## config.mk

```make
export PLATFORM = sky130hd
export DESIGN_NAME = player_input_ctrl
export DESIGN_NICKNAME = d
export VERILOG_FILES = /design/src/rtl/player_ctrl_pkg.sv /design/src/rtl/btn_debounce_rep.sv /design/src/rtl/player_input_ctrl.sv
export SDC_FILE = /design/constraint.sdc
export NUM_CORES = 1
export LEC_CHECK = 0
export BUFFER_PORTS_ARGS = -buffer_cell sky130_fd_sc_hd__buf_2
export CAP_MARGIN = 40
export CELL_PAD_IN_SITES_DETAIL_PLACEMENT = 1
export CELL_PAD_IN_SITES_GLOBAL_PLACEMENT = 1
export CORE_ASPECT_RATIO = 0.75
export CORE_MARGIN = 2
export CORE_UTILIZATION = 54
export CTS_BUF_LIST = sky130_fd_sc_hd__clkbuf_2
export DETAILED_ROUTE_END_ITERATION = 7
export PLACE_DENSITY_LB_ADDON = 0.1
export SLEW_MARGIN = 20
export SYNTH_ARGS = -nofsm -noshare
export SYNTH_HDL_FRONTEND = slang
export SYNTH_HIERARCHICAL = 1
export SYNTH_SLANG_ARGS = --single-unit
```

## constraint.sdc

```tcl
create_clock -name CLK -period 3.4 [get_ports CLK]
set_clock_uncertainty 0.15 [all_clocks]
set_input_delay 0.51 -clock CLK [delete_from_list [all_inputs] [get_ports CLK]]
set_output_delay 0.51 -clock CLK [all_outputs]
set_load 0.01 [all_outputs]
```

## src/rtl/player_ctrl_pkg.sv

```systemverilog
// Shared definitions for the player front-panel controller:
// button indices, FSM state types and default volume constants.
package player_ctrl_pkg;

    localparam int BTN_C = 0;
    localparam int BTN_U = 1;
    localparam int BTN_D = 2;
    localparam int BTN_L = 3;
    localparam int BTN_R = 4;
    localparam int N_BTN = 5;

    localparam logic [7:0] VOL_DEF_P  = 8'h40;
    localparam logic [7:0] VOL_STEP_P = 8'h10;
    localparam logic [7:0] VOL_MAX_P  = 8'hF0;

    typedef enum logic [1:0] {
        R_IDLE,
        R_HOLD,
        R_REPEAT
    } rep_state_t;

    typedef enum logic [1:0] {
        C_IDLE,
        C_HELD,
        C_LONG
    } cen_state_t;

endpackage

```

## src/rtl/btn_debounce_rep.sv

```systemverilog
// One button: 2-FF synchroniser, debounce counter and optional
// auto-repeat FSM producing a one-cycle event pulse.
import player_ctrl_pkg::*;

module btn_debounce_rep #(
    parameter int DEB_CYCLES = 20,
    parameter int REP_DELAY  = 200,
    parameter int REP_PERIOD = 50,
    parameter bit REPEAT_EN  = 1'b1
) (
    input  logic clk,
    input  logic rst,
    input  logic raw,
    output logic level,
    output logic press
);

    localparam int DW   = $clog2(DEB_CYCLES + 1);
    localparam int RMAX = (REP_DELAY > REP_PERIOD) ? REP_DELAY : REP_PERIOD;
    localparam int RW   = $clog2(RMAX + 1);

    logic          sync1_q, sync2_q;
    logic [DW-1:0] deb_cnt_q, deb_cnt_d;
    logic          level_q, level_d;
    rep_state_t    st_q;
    logic [RW-1:0] rcnt_q;
    logic          press_q;

    // The counter only runs while the sample disagrees with the accepted level.
    always_comb begin
        deb_cnt_d = '0;
        level_d   = level_q;
        if (sync2_q != level_q) begin
            if (deb_cnt_q == DW'(DEB_CYCLES - 1)) begin
                level_d = sync2_q;
            end else begin
                deb_cnt_d = deb_cnt_q + 1'b1;
            end
        end
    end

    always_ff @(posedge clk or posedge rst) begin
        if (rst) begin
            sync1_q   <= 1'b0;
            sync2_q   <= 1'b0;
            deb_cnt_q <= '0;
            level_q   <= 1'b0;
        end else begin
            sync1_q   <= raw;
            sync2_q   <= sync1_q;
            deb_cnt_q <= deb_cnt_d;
            level_q   <= level_d;
        end
    end

    always_ff @(posedge clk or posedge rst) begin
        if (rst) begin
            st_q    <= R_IDLE;
            rcnt_q  <= '0;
            press_q <= 1'b0;
        end else begin
            press_q <= 1'b0;
            unique case (st_q)
                R_IDLE: begin
                    if (level_q) begin
                        st_q    <= R_HOLD;
                        rcnt_q  <= '0;
                        press_q <= 1'b1;
                    end
                end
                R_HOLD: begin
                    if (!level_q) begin
                        st_q <= R_IDLE;
                    end else if (REPEAT_EN) begin
                        if (rcnt_q == RW'(REP_DELAY - 1)) begin
                            st_q    <= R_REPEAT;
                            rcnt_q  <= '0;
                            press_q <= 1'b1;
                        end else begin
                            rcnt_q <= rcnt_q + 1'b1;
                        end
                    end
                end
                R_REPEAT: begin
                    if (!level_q) begin
                        st_q <= R_IDLE;
                    end else if (rcnt_q == RW'(REP_PERIOD - 1)) begin
                        rcnt_q  <= '0;
                        press_q <= 1'b1;
                    end else begin
                        rcnt_q <= rcnt_q + 1'b1;
                    end
                end
                default: st_q <= R_IDLE;
            endcase
        end
    end

    assign level = level_q;
    assign press = press_q;

endmodule

```

## src/rtl/player_input_ctrl.sv

```systemverilog
// Player front panel: debounced buttons with auto-repeat, centre short/long
// press, volume with mute, track select by buttons and switches.
import player_ctrl_pkg::*;

module player_input_ctrl #(
    parameter int N_TRACKS    = 8,
    parameter int N_SW        = 16,
    parameter int VOL_W       = 8,
    parameter logic [VOL_W-1:0] VOL_STEP = VOL_W'(VOL_STEP_P),
    parameter logic [VOL_W-1:0] VOL_MAX  = VOL_W'(VOL_MAX_P),
    parameter logic [VOL_W-1:0] VOL_DEF  = VOL_W'(VOL_DEF_P),
    parameter int DEB_CYCLES  = 20,
    parameter int REP_DELAY   = 200,
    parameter int REP_PERIOD  = 50,
    parameter int LONG_CYCLES = 400,
    localparam int TRK_W = (N_TRACKS > 1) ? $clog2(N_TRACKS) : 1
) (
    input  logic               CLK,
    input  logic               RST,
    input  logic               BTNC,
    input  logic               BTNU,
    input  logic               BTND,
    input  logic               BTNL,
    input  logic               BTNR,
    input  logic [N_SW-1:0]    SW,
    output logic [2*VOL_W-1:0] vol,
    output logic [TRK_W-1:0]   CURRENT,
    output logic               mute,
    output logic               track_chg
);

    localparam int LW = $clog2(LONG_CYCLES + 1);

    logic [N_BTN-1:0] btn_raw, btn_lvl, btn_ev;

    assign btn_raw[BTN_C] = BTNC;
    assign btn_raw[BTN_U] = BTNU;
    assign btn_raw[BTN_D] = BTND;
    assign btn_raw[BTN_L] = BTNL;
    assign btn_raw[BTN_R] = BTNR;

    for (genvar i = 0; i < N_BTN; i++) begin : g_btn
        btn_debounce_rep #(
            .DEB_CYCLES(DEB_CYCLES),
            .REP_DELAY (REP_DELAY),
            .REP_PERIOD(REP_PERIOD),
            .REPEAT_EN (i != BTN_C)
        ) u_btn (
            .clk  (CLK),
            .rst  (RST),
            .raw  (btn_raw[i]),
            .level(btn_lvl[i]),
            .press(btn_ev[i])
        );
    end

    cen_state_t    cst_q;
    logic [LW-1:0] lcnt_q;
    logic          tgl_q, restore_q;

    always_ff @(posedge CLK or posedge RST) begin
        if (RST) begin
            cst_q     <= C_IDLE;
            lcnt_q    <= '0;
            tgl_q     <= 1'b0;
            restore_q <= 1'b0;
        end else begin
            tgl_q     <= 1'b0;
            restore_q <= 1'b0;
            unique case (cst_q)
                C_IDLE: begin
                    if (btn_ev[BTN_C]) begin
                        cst_q  <= C_HELD;
                        lcnt_q <= '0;
                    end
                end
                C_HELD: begin
                    if (!btn_lvl[BTN_C]) begin
                        tgl_q <= 1'b1;
                        cst_q <= C_IDLE;
                    end else if (lcnt_q == LW'(LONG_CYCLES - 1)) begin
                        restore_q <= 1'b1;
                        cst_q     <= C_LONG;
                    end else begin
                        lcnt_q <= lcnt_q + 1'b1;
                    end
                end
                C_LONG: begin
                    if (!btn_lvl[BTN_C]) cst_q <= C_IDLE;
                end
                default: cst_q <= C_IDLE;
            endcase
        end
    end

    logic [N_SW-1:0]  sw1_q, sw2_q;
    logic [TRK_W-1:0] sw_enc;
    logic             sw_any, sw_apply;
    logic [TRK_W:0]   sel_q, sel_d;

    always_comb begin
        sw_enc = '0;
        for (int i = N_TRACKS - 1; i >= 0; i--) begin
            if (sw2_q[i]) sw_enc = TRK_W'(i);
        end
    end

    // The any-bit is part of the compared value so SW[0] after all-off still applies.
    assign sw_any   = |sw2_q[N_TRACKS-1:0];
    assign sel_d    = {sw_any, sw_enc};
    assign sw_apply = sw_any && (sel_d != sel_q);

    logic [VOL_W-1:0] lvl_q, lvl_d;
    logic             mute_q, mute_d;
    logic [TRK_W-1:0] cur_q, cur_d, nxt, prv;
    logic             chg_q, chg_d;
    logic [VOL_W:0]   up_sum, dn_dif;
    logic             up, dn, nx, pv;

    assign up = btn_ev[BTN_U];
    assign dn = btn_ev[BTN_D];
    assign nx = btn_ev[BTN_R];
    assign pv = btn_ev[BTN_L];

    assign up_sum = {1'b0, lvl_q} + {1'b0, VOL_STEP};
    assign dn_dif = {1'b0, lvl_q} - {1'b0, VOL_STEP};
    assign nxt = (cur_q == TRK_W'(N_TRACKS - 1)) ? '0 : cur_q + 1'b1;
    assign prv = (cur_q == '0) ? TRK_W'(N_TRACKS - 1) : cur_q - 1'b1;

    always_comb begin
        lvl_d  = lvl_q;
        mute_d = mute_q;
        if (restore_q) begin
            lvl_d  = VOL_DEF;
            mute_d = 1'b0;
        end else begin
            if (tgl_q) mute_d = !mute_q;
            if (up && !dn) begin
                mute_d = 1'b0;
                lvl_d  = (up_sum > {1'b0, VOL_MAX}) ? VOL_MAX : up_sum[VOL_W-1:0];
            end else if (dn && !up) begin
                mute_d = 1'b0;
                lvl_d  = dn_dif[VOL_W] ? '0 : dn_dif[VOL_W-1:0];
            end
        end
    end

    always_comb begin
        cur_d = cur_q;
        if (restore_q) begin
            cur_d = '0;
        end else if (sw_apply) begin
            cur_d = sw_enc;
        end else if (nx && !pv) begin
            cur_d = nxt;
        end else if (pv && !nx) begin
            cur_d = prv;
        end
    end

    assign chg_d = (cur_d != cur_q);

    always_ff @(posedge CLK or posedge RST) begin
        if (RST) begin
            sw1_q  <= '0;
            sw2_q  <= '0;
            sel_q  <= '0;
            lvl_q  <= VOL_DEF;
            mute_q <= 1'b0;
            cur_q  <= '0;
            chg_q  <= 1'b0;
        end else begin
            sw1_q  <= SW;
            sw2_q  <= sw1_q;
            sel_q  <= sel_d;
            lvl_q  <= lvl_d;
            mute_q <= mute_d;
            cur_q  <= cur_d;
            chg_q  <= chg_d;
        end
    end

    logic unused_ok;
    assign unused_ok = ^{btn_lvl[BTN_R:BTN_U], sw2_q};

    assign vol       = mute_q ? '0 : {lvl_q, lvl_q};
    assign CURRENT   = cur_q;
    assign mute      = mute_q;
    assign track_chg = chg_q;

endmodule

```

==> reports/results.ini, run 1 <==
[sta]
timing.setup.tns_ps=0
setup_viol=0
min_period_over_period=0.757
setup_ws_ps=826
timing.fmax_ghz=0.389
maxSlewHeadroom=0.428
final.min_clock_period_ps=2570
max_slew.worst_pin.slew_ps=856
hold_viol=0
rsz0062_at_grt=false
slew_viol_final=0

[floorplan]
rows=36
io_pins=44
initial_core_util=0.549
die_w_um=136
die_area_um2=14000
core-area_um2=12900
fp.dieH_um=103

[worst_setup_path]
reg2reg_to=track_chg$_DFF_PP0_
r2r_setup_slack_ps=830
crit_required_ps=3830
critPathBufInv=1
timing.rr.start=CURRENT[1]$_DFF_PP0_
cpMaxStageDelayCell=dfrtp_1
rr_worst_depth=8
cp_max_fo=9
arrival_ps=3010
critPathTopFamily=compound AO/OA/AOI/OAI gates
cp-end-kind=register
crit_type=reg -> reg
crit_chain=inv_1 -> ha_1 -> mux2i_1 -> a31oi_1 -> nor4_1 -> a311o_1 -> nor4_1 -> mux2i_1
start_kind=register
max_stage_delay_ps=550

[placement]
pre_cts_slack_ps=879
gp_congestion=0.852
placed_area_um2=7250
placement.io_buffers=27
dp_cells=873
dpl.hpwl_um=11600

[power]
p_int_mw=2.32
max-vdd-ir-drop_v=0.000292
pwr-share-seq=0.485
p_switching_mw=1.36
leakage_nw=3.42
swShare=0.369
combPwrFrac=0.272
p_per_area_nw_per_um2=482
clkPwrFrac=0.242

[synth]
synth_ff_type=dfrtp_1
yosysWarnings=6
synth_xor_area_frac=0.0347
synth-seq-area-share=0.453
synth_area_um2=7070
synth_compound_area_frac=0.171
syn_avg_cell_area_um2=10.1
synth_fa_ha_area_frac=0.0761
synthSimpleGateAreaFrac=0.184
synthArstFlopShare=1.00
ys_types=72
synth.area.mux_share=0.0249
yosys_register_bits=128
netlist_instances=699
synth_top_family_by_area=simple AND/OR/NAND/NOR gates
synth_edf_count=0

[clock_network]
cts_root_buf=clkbuf_2
clk_pin_slew_ps=190
cts_tree=built
insertion_delay_ps=710
clock_sinks=128
cts_buffers=17
clockBufferDepth=2
cts.htree.levels=4

[worst_hold_path]
hold_class=in -> async

[grt]
grt_pass1_vias=5570
grt_max_degree=29
grt_pass1_wl_um=27300
antenna_found_initial=0
gr-total-overflow=0
grtUsageTotal=0.249

[layout]
fin_nets=803
stdcell_area_um2=7630
fill_cells=1473
area_delta_synth_final_pct=7.92
instances_no_fill=919
n_antenna_cell=0
drive_gt1_frac=0.139

[outcome]
status=complete, no violations

[job]
maxCapViolCount=0

[drt]
detail-route-antenna-nets=0
wire_per_inst_um=17.6
vias_per_cell=5.90
vias=5421
routed_wl_um=16200
drt_pass1_iterations=4
drtIter0Drc=238
drc=0

## cell usage in the layout, fill, tap and decap left out, drive strengths merged, types with 21 or more instances in the layout
| master | synthesis | final |
|---|---|---|
| xor2 | 21 | 21 |
| nor2 | 60 | 60 |
| o211ai | 21 | 21 |
| o21ai | 22 | 22 |
| nand3 | 23 | 23 |
| dfrtp | 127 | 127 |
| inv | 52 | 52 |
| buf | 23 | 30 |
| ha | 43 | 43 |
| nand2 | 69 | 69 |
## cells by family after synthesis
group                    Yosys count
AND/OR/NAND/NOR                  251
AO/OA/AOI/OAI                    148
buffers and inverters             84
multiplexers                      16
XOR/XNOR                          28
other                              1
flip-flops                       128
adder cells (fa/ha/maj)           43
## routing by layer
| metal | part of all wire | vias up | global-route usage |
|---|---|---|---|
| met1 | 0.46 | 2747 | 0.323 |
| met2 | 0.50 | 87 | 0.424 |
| met4 | 0.013 | 0 | 0.0817 |
| met3 | 0.028 | 15 | 0.0472 |
| li1 | - | 2572 | - |
| met5 | 0 | - | 0 |
## final cells by class
cell class	count	area, um2	share of cell area
timing repair buffer	44	313	0.0410
inverter	52	195	0.0256
clock inverter	12	121	0.0159
tap	171	214	0.0280
clock buffer	18	90.1	0.0118
multi-input combinational	494	3500	0.458
sequential	128	3200	0.420
## registers in the layout (all words and copies together) (netlist names)
signal                 flops
g_btn.u_btn/sync1_q        5
g_btn.u_btn/sync2_q        5
sw2_q                      8
mute                       1
sw1_q                      8
lcnt_q                     9
restore_q                  1
lvl_q                      4
CURRENT                    3
g_btn.u_btn/st_q           9
track_chg                  1
tgl_q                      1
g_btn.u_btn/level          5
sel_q                      4
g_btn.u_btn/press          5
g_btn.u_btn/rcnt_q        32
g_btn.u_btn/deb_cnt_q     25
cst_q                      2
## synthesized netlist by cell type, types with 5 or more instances
cell       number  share of area
or2_2           5         0.0044
or3_1           5         0.0044
o311ai_1        8         0.0099
o2111ai_1      16          0.020
nor3_1          9         0.0064
nand2_1        69          0.037
buf_4          12          0.013
xor2_1         21          0.026
nand4_1        14          0.012
nor2b_1        10         0.0088
nand3_1        23          0.016
inv_1          51          0.027
nor2_1         60          0.032
o21ai_0        13         0.0092
o221ai_1       13          0.016
buf_2           7         0.0050
mux2i_1         6         0.0085
ha_1           43          0.076
mux2_2          7          0.011
nand2b_1       19          0.017
xnor2_1         7         0.0087
and2_1          7         0.0062
o31ai_1         9         0.0096
a21oi_1        16          0.011
o211ai_1       17          0.018
clkbuf_1        9         0.0048
dfrtp_1       127           0.45
o21ai_1         5         0.0035
## metrics by stage
stage           util  power, mW  hold WS (ps)
2_1_floorplan      -       2.53           181
3_3_place_gp   0.563       2.71           183
3_5_place_dp   0.563       2.78           186
4_1_cts        0.590       3.70           174
5_1_grt        0.593       3.90          64.1
6_report       0.593       3.68           114
## worst max-delay path by stage
stage	from	end	slack [ps]	cells after the start
2_1_floorplan	CURRENT[1]$_DFF_PP0_	track_chg$_DFF_PP0_	1170	8
3_3_place_gp	CURRENT[1]$_DFF_PP0_	track_chg$_DFF_PP0_	1000	8
3_5_place_dp	CURRENT[1]$_DFF_PP0_	track_chg$_DFF_PP0_	880	8
4_1_cts	CURRENT[1]$_DFF_PP0_	track_chg$_DFF_PP0_	850	8
5_1_grt	lcnt_q[0]$_DFFE_PP0P_	lcnt_q[7]$_DFFE_PP0P_	620	8
6_report	CURRENT[1]$_DFF_PP0_	track_chg$_DFF_PP0_	830	8
## power by group through the flow
stage | Combinational (mW) | Clock [mW] | Sequential, mW
2_1_floorplan | 0.755 | 0 | 1.78
6_report | 1.00 | 0.891 | 1.79
4_1_cts | 0.994 | 0.917 | 1.78
3_5_place_dp | 0.971 | 0 | 1.81
5_1_grt | 1.11 | 0.981 | 1.81
3_3_place_gp | 0.911 | 0 | 1.79
## worst reg2reg max path: stages, from the launching register on
cell	delay, ps
dfrtp_1	550
inv_1	140
ha_1	340
mux2i_1	150
a31oi_1	290
nor4_1	80
a311o_1	350
nor4_1	280
mux2i_1	120
## what timing repair did
action / CTS / global route
buffers inserted: 0 / 0
resized for setup: 0 / 0
hold buffers: 14 / 0
endpoints found under the hold margin: 112 / 0
Note: power is estimated with default switching activity, not from simulation.
==> inputs of run 2 (changes only) <==
- CORE_UTILIZATION: 54 -> 50
- clock period: 3.4 -> 2.4 ns (I/O delays scaled with it)
==> reports/results.ini, run 2 (synthesis gave the netlist of run 1 again) <==
[outcome]
status=finished with violations
violations=negative setup slack

[worst_setup_path]
reg2reg_to=track_chg$_DFF_PP0_
rr_worst_depth=7  ; -1
r2r_setup_slack_ps=-80  ; -900 ps
cp_max_fo=6  ; -3
crit_type=reg -> reg
startpoint=sw2_q[7]$_DFF_PP0_
crit_required_ps=2890  ; -940 ps
start_kind=register
timing.rr.start=sw2_q[7]$_DFF_PP0_
cp-end-kind=register
arrival_ps=2970  ; -40 ps

[drt]
wire_per_inst_um=18.1  ; +2.8%
routed_wl_um=17200  ; +5.8%
vias=5561  ; +2.6%
drc=0  ; unchanged
detail-route-antenna-nets=0  ; unchanged
vias_per_cell=5.88  ; -0.35%
drt_pass1_iterations=4  ; unchanged
drtIter0Drc=232  ; -2.5%

[grt]
gr-total-overflow=0  ; unchanged
grt_pass1_vias=5735  ; +3.0%
grtUsageTotal=0.232  ; -0.0164
grt_max_degree=33  ; +14%
antenna_found_initial=0  ; unchanged
grt_pass1_wl_um=27900  ; +2.1%

[layout]
top_register=g_btn.u_btn/rcnt_q
instances_no_fill=946  ; +2.9%
regArea_um2=3210  ; about the same
fill_cells=1535  ; +4.2%
largestRegisters=g_btn.u_btn/rcnt_q x32, g_btn.u_btn/deb_cnt_q x25
multi_input_area_um2=3570  ; +2.1%
layout_commonest_cell=dfrtp_1
stdcell_area_um2=7940  ; +4.0%
largest_reg_flops=32  ; unchanged
mostFrequentLayoutCells=dfrtp_1, nand2_1, nor2_1, inv_1, ha_1
fin_nets=824  ; +2.6%
n_antenna_cell=0  ; unchanged
area_delta_synth_final_pct=12.2
drive_gt1_frac=0.182  ; +0.0425

[power]
max-vdd-ir-drop_v=0.000420  ; +44%
leakage_nw=3.55  ; +3.8%
p_per_area_nw_per_um2=691  ; +43%

[placement]
placed_area_um2=7330  ; +1.1%
dpl.hpwl_um=11500  ; -0.82%
pre_cts_slack_ps=-23.7  ; -903 ps
placement.io_buffers=27  ; unchanged
dp_cells=885  ; +1.4%
gp_congestion=0.849  ; -0.29%

[worst_hold_path]
min_from=SW[0]
min_to=sw1_q[0]$_DFF_PP0_
hold_class=in -> reg
min_path_cells=2

[clock_network]
cts.htree.levels=4  ; unchanged
insertion_delay_ps=760  ; +50 ps
clockBufferDepth=2  ; unchanged
clk_pin_slew_ps=240  ; +50 ps
cts_tree=built
cts_root_buf=clkbuf_2
clock_sinks=128  ; unchanged
cts_buffers=17  ; unchanged

[job]
maxCapViolCount=0  ; unchanged

[sta]
min_period_over_period=1.03  ; +0.275
slew_viol_final=0  ; unchanged
setup_ws_ps=-75.9  ; -902 ps
max_slew.worst_pin.slew_ps=748  ; -108 ps
timing.fmax_ghz=0.404  ; +3.9%
setup_viol=1  ; +1
rsz0062_at_grt=true
hold_viol=0  ; unchanged
maxSlewHeadroom=0.501  ; +0.0727
final.min_clock_period_ps=2480  ; -97.7 ps

[floorplan]
rows=37  ; +2.8%
die_area_um2=15100  ; +7.7%
core-area_um2=13700  ; +6.7%
io_pins=44  ; unchanged
initial_core_util=0.514  ; -0.0346
fp.dieH_um=107  ; +3.8%
die_w_um=141  ; +3.8%

==> run 2: worst max-delay path, cell delays in order, from the launching register on <==
cell     delay, ps
dfrtp_1        490
nor4_4         470
and2_2         330
inv_2           80
nor4_1         360
a311o_1        260
nor4_2          60
mux2i_1        180
==> run 2: what timing repair did <==
action,4_1_cts,5_1_grt
hold buffers,15,4
gates resized for setup,0,24
setup endpoints to repair,1,12
pin swaps,1,5
hold endpoints to repair,141,5
setup buffers,5,3
==> run 2: power by group <==
group	internal (mW)	switching, mW
sequential	2.33	0.195
clock	0.430	0.978
combinational	0.587	0.963
total	3.34	2.14
==> run 2: layout make-up <==
type	count	share of cell area
Clock buffer	17	0.0107
Sequential cell	128	0.404
Multi-Input combinational cell	494	0.450
Tap cell	175	0.0276
Clock inverter	15	0.0208
Inverter	52	0.0246
Timing Repair Buffer	65	0.0624
==> run 2: worst max path at each step <==
stage | endpoint | cells after the start
CTS | track_chg$_DFF_PP0_ | 8
global placement | track_chg$_DFF_PP0_ | 8
finish | track_chg$_DFF_PP0_ | 7
global route | track_chg$_DFF_PP0_ | 8
detailed placement | track_chg$_DFF_PP0_ | 8
floorplan | track_chg$_DFF_PP0_ | 8
==> run 2: per-stage QoR <==
stage,utilization,hold WS [ps],power [mW],setup TNS (ps)
after floorplan,-,50.2,3.59,0
after global placement,0.533,187,3.87,0
after detailed placement,0.533,187,3.96,-23.7
after CTS,0.565,18.2,5.44,0
after global routing,0.577,6.38,5.83,-137
final,0.577,101,5.48,-75.9
==> run 2: layer usage <==
layer / up-vias / track usage / routed length [um]
met5: - / 0 / 0
met4: 0 / 0.0714 / 228
met3: 22 / 0.0523 / 656
met2: 131 / 0.367 / 8010
met1: 2787 / 0.321 / 8270
li1: 2621 / - / -
==> inputs of run 3 (changes only) <==
- CELL_PAD_IN_SITES_DETAIL_PLACEMENT: 1 -> default
- CELL_PAD_IN_SITES_GLOBAL_PLACEMENT: 1 -> default
- CORE_UTILIZATION: 50 -> 55
- PLACE_DENSITY: default -> 0.73
- PLACE_DENSITY_LB_ADDON: 0.1 -> default
==> reports/results.ini, run 3 (synthesis gave the netlist of run 1 again) <==
[outcome]
status=complete, no violations

[power]
max-vdd-ir-drop_v=0.000413  ; -1.7%
swShare=0.331  ; -0.0585
clkPwrFrac=0.285  ; +0.028
p_int_mw=3.66  ; +9.6%
totalPowerFinal_mw=5.48  ; about the same
p_per_area_nw_per_um2=706  ; +2.2%
pwr-share-seq=0.457  ; -0.003
combPwrFrac=0.258  ; -0.025
leakage_nw=3.49  ; -1.6%
p_switching_mw=1.82  ; -15%

[layout]
layout_commonest_cell=dfrtp_1
top_register=g_btn.u_btn/rcnt_q
stdcell_area_um2=7760  ; -2.1%
drive_gt1_frac=0.155  ; -0.0266
largestRegisters=g_btn.u_btn/rcnt_q x32, g_btn.u_btn/deb_cnt_q x25
mostFrequentLayoutCells=dfrtp_1, nand2_1, nor2_1, inv_1, ha_1
fin_nets=808  ; -1.9%
largest_reg_flops=32  ; unchanged
final_util=0.624  ; +0.0472
n_antenna_cell=0  ; unchanged
area_delta_synth_final_pct=9.78

[drt]
routed_wl_um=13800  ; -19%
detail-route-antenna-nets=0  ; unchanged
drt_pass1_iterations=5  ; +1
wire_per_inst_um=15.0  ; -17%
vias_per_cell=5.79  ; -1.5%
drc=0  ; unchanged
drtIter0Drc=336  ; +45%
vias=5335  ; -4.1%

[worst_setup_path]
reg2reg_to=track_chg$_DFF_PP0_
rr_worst_depth=8  ; +1
crit_required_ps=2770  ; -120 ps
cp_max_fo=5  ; -1
arrival_ps=2710  ; -260 ps
timing.rr.start=CURRENT[0]$_DFF_PP0_
start_kind=register
cp-end-kind=register
r2r_setup_slack_ps=60  ; +140 ps
crit_type=reg -> reg

[floorplan]
rows=35  ; -5.4%
io_pins=44  ; unchanged
fp.dieH_um=102  ; -4.5%
core-area_um2=12400  ; -9.5%
initial_core_util=0.569  ; +0.0543
die_w_um=135  ; -4.5%
die_area_um2=13800  ; -8.8%

[sta]
max_slew.worst_pin.slew_ps=872  ; +124 ps
worst_hold_slack_ps=104  ; +2.22 ps
timing.setup.tns_ps=0  ; +75.9 ps
min_period_over_period=0.973  ; -0.0584
setup_viol=0  ; -1
hold_viol=0  ; unchanged
timing.fmax_ghz=0.428  ; +6.0%
rsz0062_at_grt=false
final.min_clock_period_ps=2340  ; -140 ps
maxSlewHeadroom=0.417  ; -0.0837
slew_viol_final=0  ; unchanged

[clock_network]
cts.htree.levels=4  ; unchanged
clockBufferDepth=2  ; unchanged
clk_pin_slew_ps=220  ; -20 ps
insertion_delay_ps=670  ; -90 ps
cts_buffers=17  ; unchanged
clock_sinks=128  ; unchanged
cts_tree=built
cts_root_buf=clkbuf_2

[placement]
dpl.hpwl_um=9840  ; -15%
placement.io_buffers=27  ; unchanged
placed_area_um2=7300  ; -0.43%
gp_congestion=0.894  ; +5.2%

[grt]
gr-total-overflow=0  ; unchanged
grt_pass1_wl_um=23900  ; -14%
grtUsageTotal=0.215  ; -0.0172
grt_use_met3=0.0456  ; -0.00662
busiest_layer=met2
antenna_found_initial=0  ; unchanged
met2_usage=0.367  ; about the same
grt_max_degree=26  ; -21%
met1_usage=0.285  ; -0.0360
grt_pass1_vias=5104  ; -11%

[worst_hold_path]
hold_class=in -> async

[job]
maxCapViolCount=0  ; unchanged

[run 3: how the worst max path moves through the flow]
stage | startpoint | end | slack, ps | cells after the start
after detailed placement | CURRENT[0]$_DFF_PP0_ | track_chg$_DFF_PP0_ | 100 | 8
after global placement | CURRENT[0]$_DFF_PP0_ | track_chg$_DFF_PP0_ | 120 | 8
final | CURRENT[0]$_DFF_PP0_ | track_chg$_DFF_PP0_ | 60 | 8
after CTS | CURRENT[0]$_DFF_PP0_ | track_chg$_DFF_PP0_ | 50 | 8
after global routing | CURRENT[0]$_DFF_PP0_ | track_chg$_DFF_PP0_ | 5 | 8
after floorplan | CURRENT[1]$_DFF_PP0_ | track_chg$_DFF_PP0_ | 170 | 8
[run 3: area by class of cell]
cell class | count | area, um2
multi-input combinational | 494 | 3530
clock buffer | 21 | 105
tap | 166 | 208
clock inverter | 11 | 188
inverter | 52 | 195
fill | 1015 | 4670
sequential | 128 | 3210
timing repair buffer | 49 | 335
[run 3: through the flow]
stage / setup WS (ps) / instances
final: 64.4 / 921
after global routing: 5.12 / 921
after CTS: 54.9 / 921
after detailed placement: 98.7 / 875
after global placement: 116 / 875
after floorplan: 172 / 706
[run 3: repair_timing]
item | in CTS | in global routing
setup buffers | 0 | 0
hold endpoints to repair | 141 | 0
setup endpoints to repair | 0 | 6
gates resized for setup | 0 | 10
hold buffers | 14 | 0
[run 3: power by group through the flow]
stage | Combinational (mW) | Sequential, mW | Clock [mW]
2_1_floorplan | 1.07 | 2.52 | 0
3_3_place_gp | 1.31 | 2.53 | 0
3_5_place_dp | 1.37 | 2.54 | 0
4_1_cts | 1.40 | 2.50 | 1.61
5_1_grt | 1.58 | 2.54 | 1.72
6_report | 1.41 | 2.50 | 1.56
[run 3: critical path, cell delays in order (launching register included)]
cell	delay, ps
dfrtp_2	440
inv_1	100
ha_1	340
mux2i_1	170
a31oi_2	230
nor4_1	90
a311o_1	350
nor4_1	240
mux2i_1	110
[run 3: routing by layer]
layer / part of all wire / up-vias
met5: 0 / -
met4: 0.0088 / 0
met3: 0.037 / 15
met2: 0.49 / 113
met1: 0.46 / 2624
li1: - / 2583
